**config.mk**
```make
export PLATFORM = sky130hd
export DESIGN_NAME = pixel_array_ctrl
export DESIGN_NICKNAME = d
export VERILOG_FILES = /design/src/rtl/pixel_ctrl_pkg.sv /design/src/rtl/pixel_ctrl_timer.sv /design/src/rtl/pixel_array_ctrl.sv
export SDC_FILE = /design/constraint.sdc
export NUM_CORES = 1
export LEC_CHECK = 0
export CORE_ASPECT_RATIO = 1.1
export CORE_MARGIN = 1
export CORE_UTILIZATION = 35
export DETAILED_ROUTE_END_ITERATION = 10
export SYNTH_ARGS = -nofsm -noshare
export SYNTH_HDL_FRONTEND = slang
export SYNTH_SLANG_ARGS = --single-unit
```
**constraint.sdc**
```tcl
create_clock -name CLK -period 4.1 [get_ports CLK]
set_input_delay 1.025 -clock CLK [delete_from_list [all_inputs] [get_ports CLK]]
set_output_delay 1.025 -clock CLK [all_outputs]
set_load 0.02 [all_outputs]
```
**src/rtl/pixel_ctrl_pkg.sv**
```systemverilog
// Shared types and constants for the pixel array sequencer.
// State encoding, bus widths and default phase lengths.
package pixel_ctrl_pkg;

  localparam int DATA_W            = 8;
  localparam int RAMP_STEPS        = 256;
  localparam int IDX_W             = 2;
  localparam int ERASE_CYCLES_DEF  = 5;
  localparam int EXPOSE_CYCLES_DEF = 255;
  localparam int NUM_PIXELS_DEF    = 4;

  typedef enum logic [3:0] {
    ST_IDLE,
    ST_ERASE,
    ST_EXPOSE,
    ST_CONVERT,
    ST_GAP,
    ST_RD_SETTLE,
    ST_RD_CAPTURE,
    ST_OUT,
    ST_DONE
  } state_t;

endpackage

```
**src/rtl/pixel_ctrl_timer.sv**
```systemverilog
// Loadable 8-bit phase down-counter; done flags the final cycle of a phase.
// Latency: load value visible the cycle after load; count 1 marks the last cycle.
// Backpressure: none, free-running decrement when not loading.
module pixel_ctrl_timer (
  input  logic       clk,
  input  logic       rst_n,
  input  logic       load,
  input  logic [7:0] load_val,
  output logic [7:0] count,
  output logic       done
);

  always_ff @(posedge clk or negedge rst_n) begin
    if (!rst_n) begin
      count <= '0;
    end else if (load) begin
      count <= load_val;
    end else begin
      count <= count - 8'd1;
    end
  end

  // A load of 0 wraps through 255..1, giving a 256-cycle phase.
  assign done = (count == 8'd1);

endmodule

```
**src/rtl/pixel_array_ctrl.sv**
```systemverilog
// Frame sequencer for the pixel array: erase, expose, ramp convert, then per-pixel readout.
// Latency: ERASE+EXPOSE+256+1+3*NUM_PIXELS+1 cycles START->FRAME_DONE with PIX_READY high.
// Backpressure: PIX_READY low holds OUT with PIX_DATA/PIX_INDEX stable, indefinitely.
module pixel_array_ctrl
  import pixel_ctrl_pkg::*;
#(
  parameter int unsigned ERASE_CYCLES  = ERASE_CYCLES_DEF,
  parameter int unsigned EXPOSE_CYCLES = EXPOSE_CYCLES_DEF,
  parameter int unsigned NUM_PIXELS    = NUM_PIXELS_DEF
) (
  input  logic                  CLK,
  input  logic                  RESET,
  input  logic                  START,
  output logic                  BUSY,
  output logic                  PIX_RESET,
  output logic                  ERASE,
  output logic                  EXPOSE,
  output logic                  CONVERT,
  output logic [NUM_PIXELS-1:0] READ,
  output logic [DATA_W-1:0]     DATA_OUT,
  output logic                  DATA_OE,
  input  logic [DATA_W-1:0]     DATA_IN,
  output logic [DATA_W-1:0]     PIX_DATA,
  output logic [IDX_W-1:0]      PIX_INDEX,
  output logic                  PIX_VALID,
  input  logic                  PIX_READY,
  output logic                  FRAME_DONE
);

  state_t            state, state_nxt;
  logic [IDX_W-1:0]  idx;
  logic              tmr_load, tmr_done;
  logic [DATA_W-1:0] tmr_val, tmr_cnt;
  logic              xfer, last_pix;

  assign xfer     = (state == ST_OUT) && PIX_READY;
  assign last_pix = (idx == IDX_W'(NUM_PIXELS - 1));

  pixel_ctrl_timer u_timer (
    .clk      (CLK),
    .rst_n    (RESET),
    .load     (tmr_load),
    .load_val (tmr_val),
    .count    (tmr_cnt),
    .done     (tmr_done)
  );

  always_ff @(posedge CLK or negedge RESET) begin
    if (!RESET) begin
      state <= ST_IDLE;
    end else begin
      state <= state_nxt;
    end
  end

  always_comb begin
    state_nxt = state;
    case (state)
      ST_IDLE:       if (START) state_nxt = ST_ERASE;
      ST_ERASE:      if (tmr_done) state_nxt = ST_EXPOSE;
      ST_EXPOSE:     if (tmr_done) state_nxt = ST_CONVERT;
      ST_CONVERT:    if (tmr_done) state_nxt = ST_GAP;
      ST_GAP:        state_nxt = ST_RD_SETTLE;
      ST_RD_SETTLE:  state_nxt = ST_RD_CAPTURE;
      ST_RD_CAPTURE: state_nxt = ST_OUT;
      ST_OUT:        if (xfer) state_nxt = last_pix ? ST_DONE : ST_RD_SETTLE;
      ST_DONE:       state_nxt = ST_IDLE;
      default:       state_nxt = ST_IDLE;
    endcase
  end

  // Timer is reloaded on every state change with the length of the phase being entered.
  always_comb begin
    tmr_load = (state_nxt != state);
    case (state_nxt)
      ST_ERASE:   tmr_val = DATA_W'(ERASE_CYCLES);
      ST_EXPOSE:  tmr_val = DATA_W'(EXPOSE_CYCLES);
      ST_CONVERT: tmr_val = DATA_W'(RAMP_STEPS);
      default:    tmr_val = '0;
    endcase
  end

  always_ff @(posedge CLK or negedge RESET) begin
    if (!RESET) begin
      idx       <= '0;
      PIX_DATA  <= '0;
      PIX_INDEX <= '0;
    end else begin
      if (state == ST_GAP) begin
        idx <= '0;
      end else if (xfer && !last_pix) begin
        idx <= idx + 1'b1;
      end
      if (state == ST_RD_CAPTURE) begin
        PIX_DATA  <= DATA_IN;
        PIX_INDEX <= idx;
      end
    end
  end

  always_comb begin
    BUSY       = (state != ST_IDLE);
    PIX_RESET  = 1'b0;
    ERASE      = 1'b0;
    EXPOSE     = 1'b0;
    CONVERT    = 1'b0;
    DATA_OE    = 1'b0;
    DATA_OUT   = '0;
    READ       = '0;
    PIX_VALID  = 1'b0;
    FRAME_DONE = 1'b0;
    case (state)
      ST_ERASE: begin
        ERASE     = 1'b1;
        PIX_RESET = 1'b1;
      end
      ST_EXPOSE: EXPOSE = 1'b1;
      ST_CONVERT: begin
        CONVERT  = 1'b1;
        DATA_OE  = 1'b1;
        // Timer runs 0,255,...,1 in this phase, so its negation is the 0..255 ramp.
        DATA_OUT = 8'd0 - tmr_cnt;
      end
      ST_RD_SETTLE, ST_RD_CAPTURE: READ = NUM_PIXELS'(1) << idx;
      ST_OUT:  PIX_VALID  = 1'b1;
      ST_DONE: FRAME_DONE = 1'b1;
      default: ;
    endcase
  end

endmodule

```
* Word level (Yosys, flattened, before mapping)
Index checks and enable logic that the tools add are counted.
** Storage, ports and cells
- Flip-flop bits (word level) :: 24
- Input bits :: 12
- Output and inout port bits :: 30
- Word-level logic and storage cells :: 47
** Cells by class
- Add/subtract/negate cells :: 3
- Eq/ne operators :: 13
- Shift operators :: 1
- Multiplexer cells :: 18
- Reductions and logical operators :: 7
** Operators by type and width (number)
- $pmux 4 s8 :: 1
- $mux 4 :: 7
- $eq 4x3->1 const B :: 4
- $mux 8 :: 2
- $pmux 8 s2 :: 1
- $eq 4x2->1 const B :: 3
- $eq 4x1->1 const B :: 2
- $eq 8x1->1 const B :: 1
- $sub 1x8->8 const A :: 1
- $sub 8x1->8 const B :: 1
- $mux 1 :: 5
- $eq 4x4->1 const B :: 1
- $logic_not 4->1 :: 1
- $mux 2 :: 2
- $ne 4x4->1 :: 1
- $reduce_bool 4->1 :: 1
- $shl 1x2->4 const A :: 1
- $add 2x1->2 const B :: 1
- $eq 2x2->1 const B :: 1
- $logic_and 1x1->1 :: 2
- $reduce_bool 2->1 :: 1
- $reduce_or 2->1 :: 1
- $logic_not 1->1 :: 1

* Depth between registers and ports, before layout
Gate-level depths: netlist (run 1).
- Depth in word-level cells :: 7
- Depth in mapped cells :: 8
- Mapped depth without buffers :: 8

* Modules after synthesis
A second synthesis (run 1) with hierarchy kept.
** Second synthesis, totals
- Cells, all modules :: 170
- Area, all modules :: 1570.3 µm²
** Modules (own cells, without submodules)
- pixel_array_ctrl :: times used 1, cells an instance 119, area each 1111.1 µm², sequential area each 400.4 µm²
- pixel_ctrl_timer :: times used 1, cells an instance 51, area each 459.2 µm², sequential area each 200.2 µm²

* Least setup slack after synthesis (run 1)
OpenSTA, ideal clock, no wires.
- Path kind :: reg2out
- From :: register state[0]
- To :: output DATA_OUT[2]
- Data arrival time :: 1.525 ns
- Data required time :: 3.075 ns
- Setup slack :: 1.550 ns
- Cell stages (with the launch flop) :: 6
- Path buffers :: 2
- Path through :: dfrtp_1 clkbuf_1 clkbuf_1 nand3_1 inv_1 and2_1
** Between the ends
- Longest elaborated chain between the ends :: 2
** Ends and longest elaborated chain
- start, declared :: RTL line pixel_array_ctrl.sv:30 : state_t state, state_nxt;
- start signal, assigned :: RTL line pixel_array_ctrl.sv:52 : state <= state_nxt;
- $eq 4x2->1 :: RTL line pixel_array_ctrl.sv:112 : case (state)
- $mux 8 :: RTL line pixel_array_ctrl.sv:112
- end, declared :: RTL line pixel_array_ctrl.sv:20 : output logic [DATA_W-1:0] DATA_OUT,
No other way between the ends.

* Final worst setup path (run 1)
- From :: register u_timer.count[4]
- To :: output DATA_OUT[7]
** Between the ends
- Longest elaborated chain between the ends :: 2
** Ends and longest elaborated chain
- start, declared :: RTL line pixel_ctrl_timer.sv:9 : output logic [7:0] count,
- start signal, assigned :: RTL line pixel_ctrl_timer.sv:17 : count <= load_val;
- start signal, assigned :: RTL line pixel_ctrl_timer.sv:19 : count <= count - 8'd1;
- $sub 1x8->8 :: RTL line pixel_array_ctrl.sv:122 : DATA_OUT = 8'd0 - tmr_cnt;
- $mux 8 :: RTL line pixel_array_ctrl.sv:112
No other way between the ends.

==> metrics, run 1 <==
status=finished, final reports clean; Final #Nets=200; most instantiated library cell after synthesis=dfrtp_1; CTS clk-pin slew, worst paths=0.08 ns; Cells after Synth=144; f_max=0.283 GHz; commonest cells in the netlist=24 x dfrtp_1, 12 x and2_1, 12 x nand2_1, 10 x mux2_2, 8 x inv_1; register area share after synthesis=about two fifths; RSZ-0062 raised after global routing=false; Fin Setup TNS=0 ns; vias in the first global route=1207; io pins=between 40 and 50; Die Y=approximately 70 um; Final min period=3.54 ns; final slew viol count=0; max_cap viols=0; Sink Count=24; DP HPWL=2380 um; routed wire length per instance=roughly 13 um; share of the synthesized area in the top cell type=~41%; Clk Latency, worst-skew pair=approximately 0.26 ns; Max Root-Sink Buffers=2; leakage=0.813 nW; core area=3960 um^2; first-pass GRT wire length=~5500 um; Post-synth EDFFs=0; Tcrit/Tclk final=between 80% and 90%; Ys Warns=0; # diodes=0; die footprint=4420 um^2; total CTS buffers=3; leading post-synthesis cells by cell area=dfrtp_1 41%, mux2_2 7.7%, and2_1 5.2%, ha_1 5.2%, nand2_1 3.1%; share of cells above drive strength 1=a little under an eighth; Via density=about 5; Tightest Pin Transition=roughly 1.1 ns; WL final=roughly 3100 um; Final Setup Violations=0; via count=around 1200; CTS tree=built; CP Capture Type=primary output; register area=~600 um^2; Core Rows=24; Yosys reg bits=24; worst hold path type=reg2reg; DIE WIDTH=approximately 64 um; required time worst endpoint=about 3.1 ns; pwr/cell area=~900 nW/um^2; post-synthesis net count=about 160; post-cts hold buffer count=0; Initial Utilization=36.7%; worst path arrival time=roughly 2.5 ns; crit-path max FO=6; Synth Area in Compound Gates=11.4%; startpoint types=flop; multiplexer share of the synthesized area=between 10% and 20%; Post-Synth Simple-Gate Area=between 20% and 30%; Yosys cell types=39; Starting DRT DRC Count=39; H-tree depth=1; Final Hold Viols=0; drt drc=0; Tot GR Track Use=15.6%; Multi-input gate area=approximately 790 um^2; fin util=around half; setup bufs post-CTS=0; Synth Area in XOR/XNOR=5.33%; CTS-repair resized insts=0; Cell Area, Synth=1460 um^2; main combinational cell family by area after synthesis=simple AND/OR/NAND/NOR gates; area grow syn2layout=34.8%; GRT overflow=0; Worst IR Drop VDD=approximately 340 uV; routability congestion estimate=0.798; Avg Cell Area, Syn=slightly above 10 um^2; Filler cells=406; Post-synth top flop=dfrtp_1; dominant cell type by area after synthesis=dfrtp_1; initial antenna violation count=0; DRT Pass-1 Iters=4; clock root buffer=clkbuf_8; Adder-Cell Fraction of Synth Area=approximately 5.2%; slew margin rel.=27.3%; Clock Skew=between 0.002 and 0.003 ns; Critical Setup Path Class=reg2out; Port Buf Inserts=just over 40; pin count of the biggest net entering global routing=25; async set-reset flop share out of synthesis=100%; DRT antenna net count=0
-- report_power, final --
group	total (W)	switching (W)	internal, W	leakage (nW)
logic	0.00108	0.000566	0.000515	0.479
registers	0.000460	0.000121	0.000339	0.298
clock network	0.000205	0.0000742	0.000130	0.0357
-- layer usage --
| layer | up-vias | wire length, um | track usage [%] |
|---|---|---|---|
| met5 | - | 0 | 0 |
| met4 | 0 | 40 | 5.81 |
| met3 | 4 | 128 | 3.13 |
| met2 | 29 | 1630 | 27.3 |
| met1 | 575 | 1290 | 18.6 |
| li1 | 566 | - | - |
-- cell usage in the layout, fill, tap and decap left out, types with 3 or more instances in the layout --
cell type	n
xnor2_1	5
nand2b_1	3
nand3_1	5
dfrtp_1	24
mux2i_1	4
o21ai_1	6
and2_1	12
ha_1	6
o21ai_0	3
inv_1	8
clkbuf_8	3
nor4b_1	3
nor2_1	6
mux2_2	10
clkdlybuf4s50_1	41
nand2_1	12
-- per-stage QoR --
| step | hold slack (ns) | cell area (um^2) | power [W] | setup slack [ns] | cells |
|---|---|---|---|---|---|
| 4_1_cts | 0.517 | 1960 | 0.00177 | 0.538 | 233 |
| 6_report | 0.511 | 1960 | 0.00175 | 0.562 | 233 |
| 2_1_floorplan | 0.496 | 1460 | 0.00119 | 1.55 | 144 |
| 5_1_grt | 0.524 | 1960 | 0.00190 | 0.402 | 233 |
| 3_5_place_dp | 0.496 | 1890 | 0.00155 | 0.852 | 229 |
| 3_3_place_gp | 0.491 | 1890 | 0.00153 | 0.993 | 229 |
-- critical path, cell delays in order (launching register included) --
cell and delay [ns]:
dfrtp_1 0.43, nor4_4 0.44, nor4b_1 0.42, xnor2_1 0.20
and2_1 0.16, clkdlybuf4s50_1 0.59
-- sequential cells by signal (all words and copies together), names as in the netlist --
signal,count
u_timer.count,8
PIX_INDEX,2
PIX_DATA,8
idx,2
state,4
-- logic make-up after synthesis --
kind of cell / Yosys count
muxes: 14
and+or+nand+nor: 53
adders and majority gates: 6
buffers and inverters: 16
AOI/OAI and AO/OA: 23
xor gates and xnor gates: 8
DFF: 24
-- worst paths after layout --
check,depth (start not counted),endpoint,from,slack [ns]
max in group asynchronous,1,u_timer.count[0],RESET,2.11
worst min register to register,1,PIX_DATA[5],PIX_DATA[5],0.51
worst max register to register,8,u_timer.count[2],u_timer.count[1],1.87
worst min-delay path,1,PIX_DATA[5],PIX_DATA[5],0.51
min in group asynchronous,1,idx[1],RESET,1.34
worst max-delay path,5,DATA_OUT[7],u_timer.count[4],0.56
-- final cells by class --
type	count	area share [%]
multi-input cells	104	40.0
flip-flops and latches	24	30.6
repair buffers	41	20.9
well taps	52	3.31
clock buffers	3	2.10
clock inverters	1	1.53
inverters	8	1.53
(Power assumes the default switching activity.)
==> run 2: changes to the inputs <==
==> constraint.sdc (replaced) <==
create_clock -name CLK -period 3.5 [get_ports CLK]
set_input_delay 0.875 -clock CLK [delete_from_list [all_inputs] [get_ports CLK]]
set_output_delay 0.875 -clock CLK [all_outputs]
set_load 0.02 [all_outputs]
==> run 2 against run 1 <==
Net effect: sequential share of layout area shrank 0.21 points; count of clock-buffer cells in the layout is the same; via count decreased by 2.0%; clock skew up 0.00051 ns; cell count is 0.43% higher; critical path type unchanged; critical endpoint unchanged; highest routed layer unchanged.
==> metrics, run 2 (synthesis gave the netlist of run 1 again) <==
Clock Skew=0.00347 ns (was 0.00296 ns); CP top delay family=simple AND/OR/NAND/NOR gates (unchanged); f_max=0.309 GHz; CTS tree=built (unchanged); vias in the first global route=1129 (was 1207); Tightest Pin Transition=0.537 ns (was 1.09 ns); R2R depth=8 (unchanged); Tcrit/Tclk final=between 90% and 100%; Max Root-Sink Buffers=2 (unchanged); Fin Setup TNS=0 ns (unchanged); io pins=42 (unchanged); RSZ-0062 raised after global routing=false (unchanged); placed instance count=230 (was 229); # diodes=0 (unchanged); H-tree depth=1 (unchanged); Clk Latency, worst-skew pair=0.26 ns (about the same); final instance area=1980 um^2 (was 1960 um^2); worst hold path type=reg2reg (unchanged); via count=1151 (was 1174); Worst IR Drop VDD=427 uV (was 336 uV); DIE WIDTH=63.5 um (unchanged); Critical Setup Path Class=reg2out (unchanged); initial antenna violation count=0 (unchanged); clock root buffer=clkbuf_8 (unchanged); hold_ws=0.511 ns (about the same); r2r setup slk=1.29 ns (was 1.87 ns); DP HPWL=2330 um (was 2380 um); Hold Startpoint=PIX_INDEX[1] (was PIX_DATA[5]); Core Rows=24 (unchanged); drt drc=0 (unchanged); pwr/cell area=1030 nW/um^2 (was 889 nW/um^2); worst path arrival time=2.37 ns (was 2.51 ns); Starting DRT DRC Count=53 (was 39); routed wire length per instance=13.0 um (was 13.2 um); WL final=3040 um (was 3080 um); CP Capture Type=primary output (unchanged); Sink Count=24 (unchanged); total CTS buffers=3 (unchanged); CTS clk-pin slew, worst paths=0.09 ns (was 0.08 ns); Buf/Inv on CP=1 (unchanged); DRT Pass-1 Iters=4 (unchanged); slew margin rel.=64.2% (was 27.3%); share of cells above drive strength 1=12.6% (was 11.6%); CP max stage delay=0.60 ns (was 0.59 ns); Final Setup Violations=0 (unchanged); final std cells w/o fill=234 (was 233); commonest non-fill, non-tap cell in the layout=clkdlybuf4s50_1 (unchanged); startpoint types=flop (unchanged); DRT antenna net count=0 (unchanged); Filler cells=390 (was 406); leakage=0.820 nW (was 0.813 nW); area grow syn2layout=35.7% (was 34.8%); GRT overflow=0 (unchanged); Via density=4.92 (was 5.04); Power Total=0.00204 W (was 0.00175 W); largest registers=PIX_DATA x8, u_timer.count x8, state x4 (unchanged); Die Y=69.7 um (unchanged); status=finished, final reports clean (unchanged); Reg-to-Reg Start=u_timer.count[1] (unchanged); core area=3960 um^2 (unchanged); final slew viol count=0 (unchanged); Final #Nets=201 (was 200); area post-placement=1900 um^2 (was 1890 um^2); Initial Utilization=36.7% (unchanged); die footprint=4420 um^2 (unchanged); Final Hold Viols=0 (unchanged); Tot GR Track Use=15.4% (was 15.6%); first-pass GRT wire length=5360 um (was 5490 um); Worst Hold Path Cells=1 (unchanged); Worst path slowest cell=clkdlybuf4s50_1 (unchanged); RR Endpoint=u_timer.count[2] (unchanged); crit-path max FO=6 (unchanged); commonest cells after routing, fill and taps aside=41 x clkdlybuf4s50_1, 24 x dfrtp_1, 12 x nand2_1, 12 x and2_1, 10 x mux2_2 (unchanged); CP Cell Sequence=nor4_4, nor4b_2, xnor2_1, and2_1, clkdlybuf4s50_1 (was nor4_4, nor4b_1, xnor2_1, and2_1, clkdlybuf4s50_1); Hold Path End=PIX_INDEX[1] (was PIX_DATA[5]); pin count of the biggest net entering global routing=25 (unchanged); Port Buf Inserts=41 (unchanged); Final min period=about 3.2 ns; routability congestion estimate=0.800 (was 0.798); setup bufs post-CTS=0 (unchanged); max_cap viols=0 (unchanged); required time worst endpoint=2.62 ns (was 3.07 ns)
[run 2: final cells by class]
cell class	count	area (um^2)	share of cell area [%]
Clock buffer	3	41.3	2.09
Tap cell	52	65.1	3.29
Timing Repair Buffer	42	418	21.1
Clock inverter	1	30.0	1.52
Multi-Input combinational cell	104	792	40.1
Inverter	8	30.0	1.52
Sequential cell	24	601	30.4
[run 2: power by group]
group | switching (W) | internal (W)
combinational | 0.000649 | 0.000607
clock | 0.0000879 | 0.000153
sequential | 0.000147 | 0.000397
total | 0.000884 | 0.00116
[run 2: through the flow]
step           util (%)  worst slack (ns)
2_1_floorplan         -              1.10
3_3_place_gp       47.9             0.549
3_5_place_dp       47.9             0.486
4_1_cts            49.7             0.175
5_1_grt            49.9            0.0987
6_report           49.9             0.260
[run 2: worst max-delay path by stage]
stage                startpoint          end  slack (ns)  cells after the start
2_1_floorplan          state[0]  DATA_OUT[2]        1.10                      5
3_3_place_gp   u_timer.count[4]  DATA_OUT[7]        0.55                      5
3_5_place_dp   u_timer.count[4]  DATA_OUT[7]        0.49                      5
4_1_cts        u_timer.count[4]  DATA_OUT[7]        0.17                      5
5_1_grt        u_timer.count[4]  DATA_OUT[7]         0.1                      5
6_report       u_timer.count[3]  DATA_OUT[7]        0.26                      5
[run 2: timing repair]
item / CTS / global route
endpoints found under the setup margin: 0 / 1
hold buffers: 0 / 0
gates resized for setup: 0 / 1
[run 2: per-layer routing]
layer  up-vias  wire, um  track usage (%)
met5         -         0                0
met4         0        36             5.30
met3         2       124             2.96
met2        23      1530             25.4
met1       558      1350             19.9
li1        568         -                -
==> run 3: changes to the inputs <==
--- a/config.mk
+++ b/config.mk
@@ -8,6 +8,7 @@
 export CORE_ASPECT_RATIO = 1.1
 export CORE_MARGIN = 1
 export CORE_UTILIZATION = 35
+export CTS_BUF_LIST = sky130_fd_sc_hd__clkbuf_4
 export DETAILED_ROUTE_END_ITERATION = 10
 export SYNTH_ARGS = -nofsm -noshare
 export SYNTH_HDL_FRONTEND = slang
==> run 3 against run 2 <==
Net effect: sequential share of layout area is 0.29 points higher; cell count stayed put; maximum frequency is 1.9% lower; wire length is 0.23% lower; sequential power hardly changed; register-to-register slack hardly changed; critical path depth stayed put; cell area is 0.95% lower; clock power is 17% lower; critical path type unchanged; highest routed layer unchanged.
==> metrics, run 3 (synthesis gave the netlist of run 1 again) <==
Clk Latency, worst-skew pair=0.31 ns (was 0.26 ns); pwr/cell area=1020 nW/um^2 (was 1030 nW/um^2); share of cells above drive strength 1=12.6% (unchanged); required time worst endpoint=2.62 ns (about the same); largest registers=PIX_DATA x8, u_timer.count x8, state x4 (unchanged); R2R depth=8 (unchanged); Tcrit/Tclk final=94.4% (was 92.6%); RR Endpoint=u_timer.count[2] (unchanged); Max Root-Sink Buffers=2 (unchanged); crit path from=u_timer.count[3] (unchanged); RSZ-0062 raised after global routing=false (unchanged); Via density=4.92 (unchanged); Tightest Pin Transition=0.537 ns (about the same); worst path arrival time=2.43 ns (was 2.37 ns); final instance area=1960 um^2 (was 1980 um^2); WL final=3040 um (about the same); Worst Hold Path Cells=1 (unchanged); Final #Nets=201 (unchanged); Reg-to-Reg Start=u_timer.count[1] (unchanged); core area=3960 um^2 (unchanged); DRT antenna net count=0 (unchanged); io pins=42 (unchanged); commonest non-fill, non-tap cell in the layout=clkdlybuf4s50_1 (unchanged); Initial Utilization=36.7% (unchanged); slew margin rel.=64.2% (about the same); Core Rows=24 (unchanged); final slew viol count=0 (unchanged); CTS clk-pin slew, worst paths=0.14 ns (was 0.09 ns); status=finished, final reports clean (unchanged); die footprint=4420 um^2 (unchanged); startpoint types=flop (unchanged); routed wire length per instance=13.0 um (about the same); Tot GR Track Use=15.2% (was 15.4%); Final Setup Violations=0 (unchanged); CP endpoint=DATA_OUT[7] (unchanged); first-pass GRT wire length=5350 um (was 5360 um); area grow syn2layout=34.5% (was 35.7%); Starting DRT DRC Count=52 (was 53); DP HPWL=2330 um (unchanged); clock root buffer=clkbuf_4 (was clkbuf_8); # diodes=0 (unchanged); DRT Pass-1 Iters=4 (unchanged); Sink Count=24 (unchanged); routability congestion estimate=0.800 (unchanged); Die Y=69.7 um (unchanged); Critical Setup Path Class=reg2out (unchanged); Fin Setup TNS=0 ns (unchanged); area post-placement=1900 um^2 (unchanged); total CTS buffers=3 (unchanged); CP Capture Type=primary output (unchanged); Clock Skew=0.00497 ns (was 0.00347 ns); CTS tree=built (unchanged); pin count of the biggest net entering global routing=25 (unchanged); f_max=0.303 GHz (was 0.309 GHz); Final Hold Viols=0 (unchanged); DIE WIDTH=63.5 um (unchanged); Worst IR Drop VDD=426 uV (was 427 uV); worst hold path type=reg2reg (unchanged); placed instance count=230 (unchanged); H-tree depth=1 (unchanged); drt drc=0 (unchanged); Power Total=0.00200 W (was 0.00204 W); commonest cells after routing, fill and taps aside=41 x clkdlybuf4s50_1, 24 x dfrtp_1, 12 x nand2_1, 12 x and2_1, 10 x mux2_2 (unchanged); GRT overflow=0 (unchanged); max_cap viols=0 (unchanged); vias in the first global route=1131 (was 1129); hold_ws=0.522 ns (was 0.511 ns); r2r setup slk=1.28 ns (was 1.29 ns); Port Buf Inserts=41 (unchanged); leakage=0.812 nW (was 0.820 nW); initial antenna violation count=0 (unchanged); Final min period=3.30 ns (was 3.24 ns); crit-path max FO=6 (unchanged); final std cells w/o fill=234 (unchanged); via count=1151 (unchanged)
[run 3: cell counts in the layout (fill, tap and decap cells not counted)]
No cell type changed its count.
[run 3: how the worst min path moves through the flow]
stage	startpoint	endpoint	slack, ns
final	PIX_INDEX[1]	PIX_INDEX[1]	0.52
after global routing	PIX_DATA[2]	PIX_DATA[2]	0.54
after global placement	PIX_DATA[3]	PIX_DATA[3]	0.49
after floorplan	u_timer.count[0]	u_timer.count[0]	0.50
after CTS	PIX_DATA[7]	PIX_DATA[7]	0.53
after detailed placement	PIX_DATA[1]	PIX_DATA[1]	0.50
[run 3: power breakdown]
group	total [W]	internal, W	switching (W)
Clock	0.000199	0.000116	0.0000836
Sequential	0.000544	0.000397	0.000147
Combinational	0.00126	0.000607	0.000649
[run 3: layout make-up]
| cell class | count | area, um^2 |
|---|---|---|
| clock buffers | 3 | 22.5 |
| clock inverters | 1 | 30.0 |
| fillers | 395 | 2010 |
| inverters | 8 | 30.0 |
| multi-input cells | 104 | 792 |
| flip-flops and latches | 24 | 601 |
| well taps | 52 | 65.1 |
| repair buffers | 42 | 418 |
[run 3: per-stage QoR]
stage	utilization, %	setup WS, ns
global placement	47.9	0.549
global route	49.4	0.0241
finish	49.4	0.197
detailed placement	47.9	0.486
floorplan	-	1.10
CTS	49.2	0.104
[run 3: layer usage]
layer	vias to the layer above	GRT usage, %	routed length (um)
met5	-	0	0
met4	0	4.55	31
met3	2	2.47	125
met2	25	25.4	1530
met1	555	19.9	1350
li1	569	-	-
[run 3: critical path, stage by stage, from the launching register on]
cell and delay [ns]:
dfrtp_1 0.46, nor4_4 0.43, nor4b_2 0.30, xnor2_1 0.18, and2_1 0.16, clkdlybuf4s50_1 0.60
[run 3: repair_timing]
item                                    4_1_cts  5_1_grt
hold buffers                                  0        0
gates resized for setup                       0        1
buffers inserted                              0        0
endpoints found under the setup margin        0        1
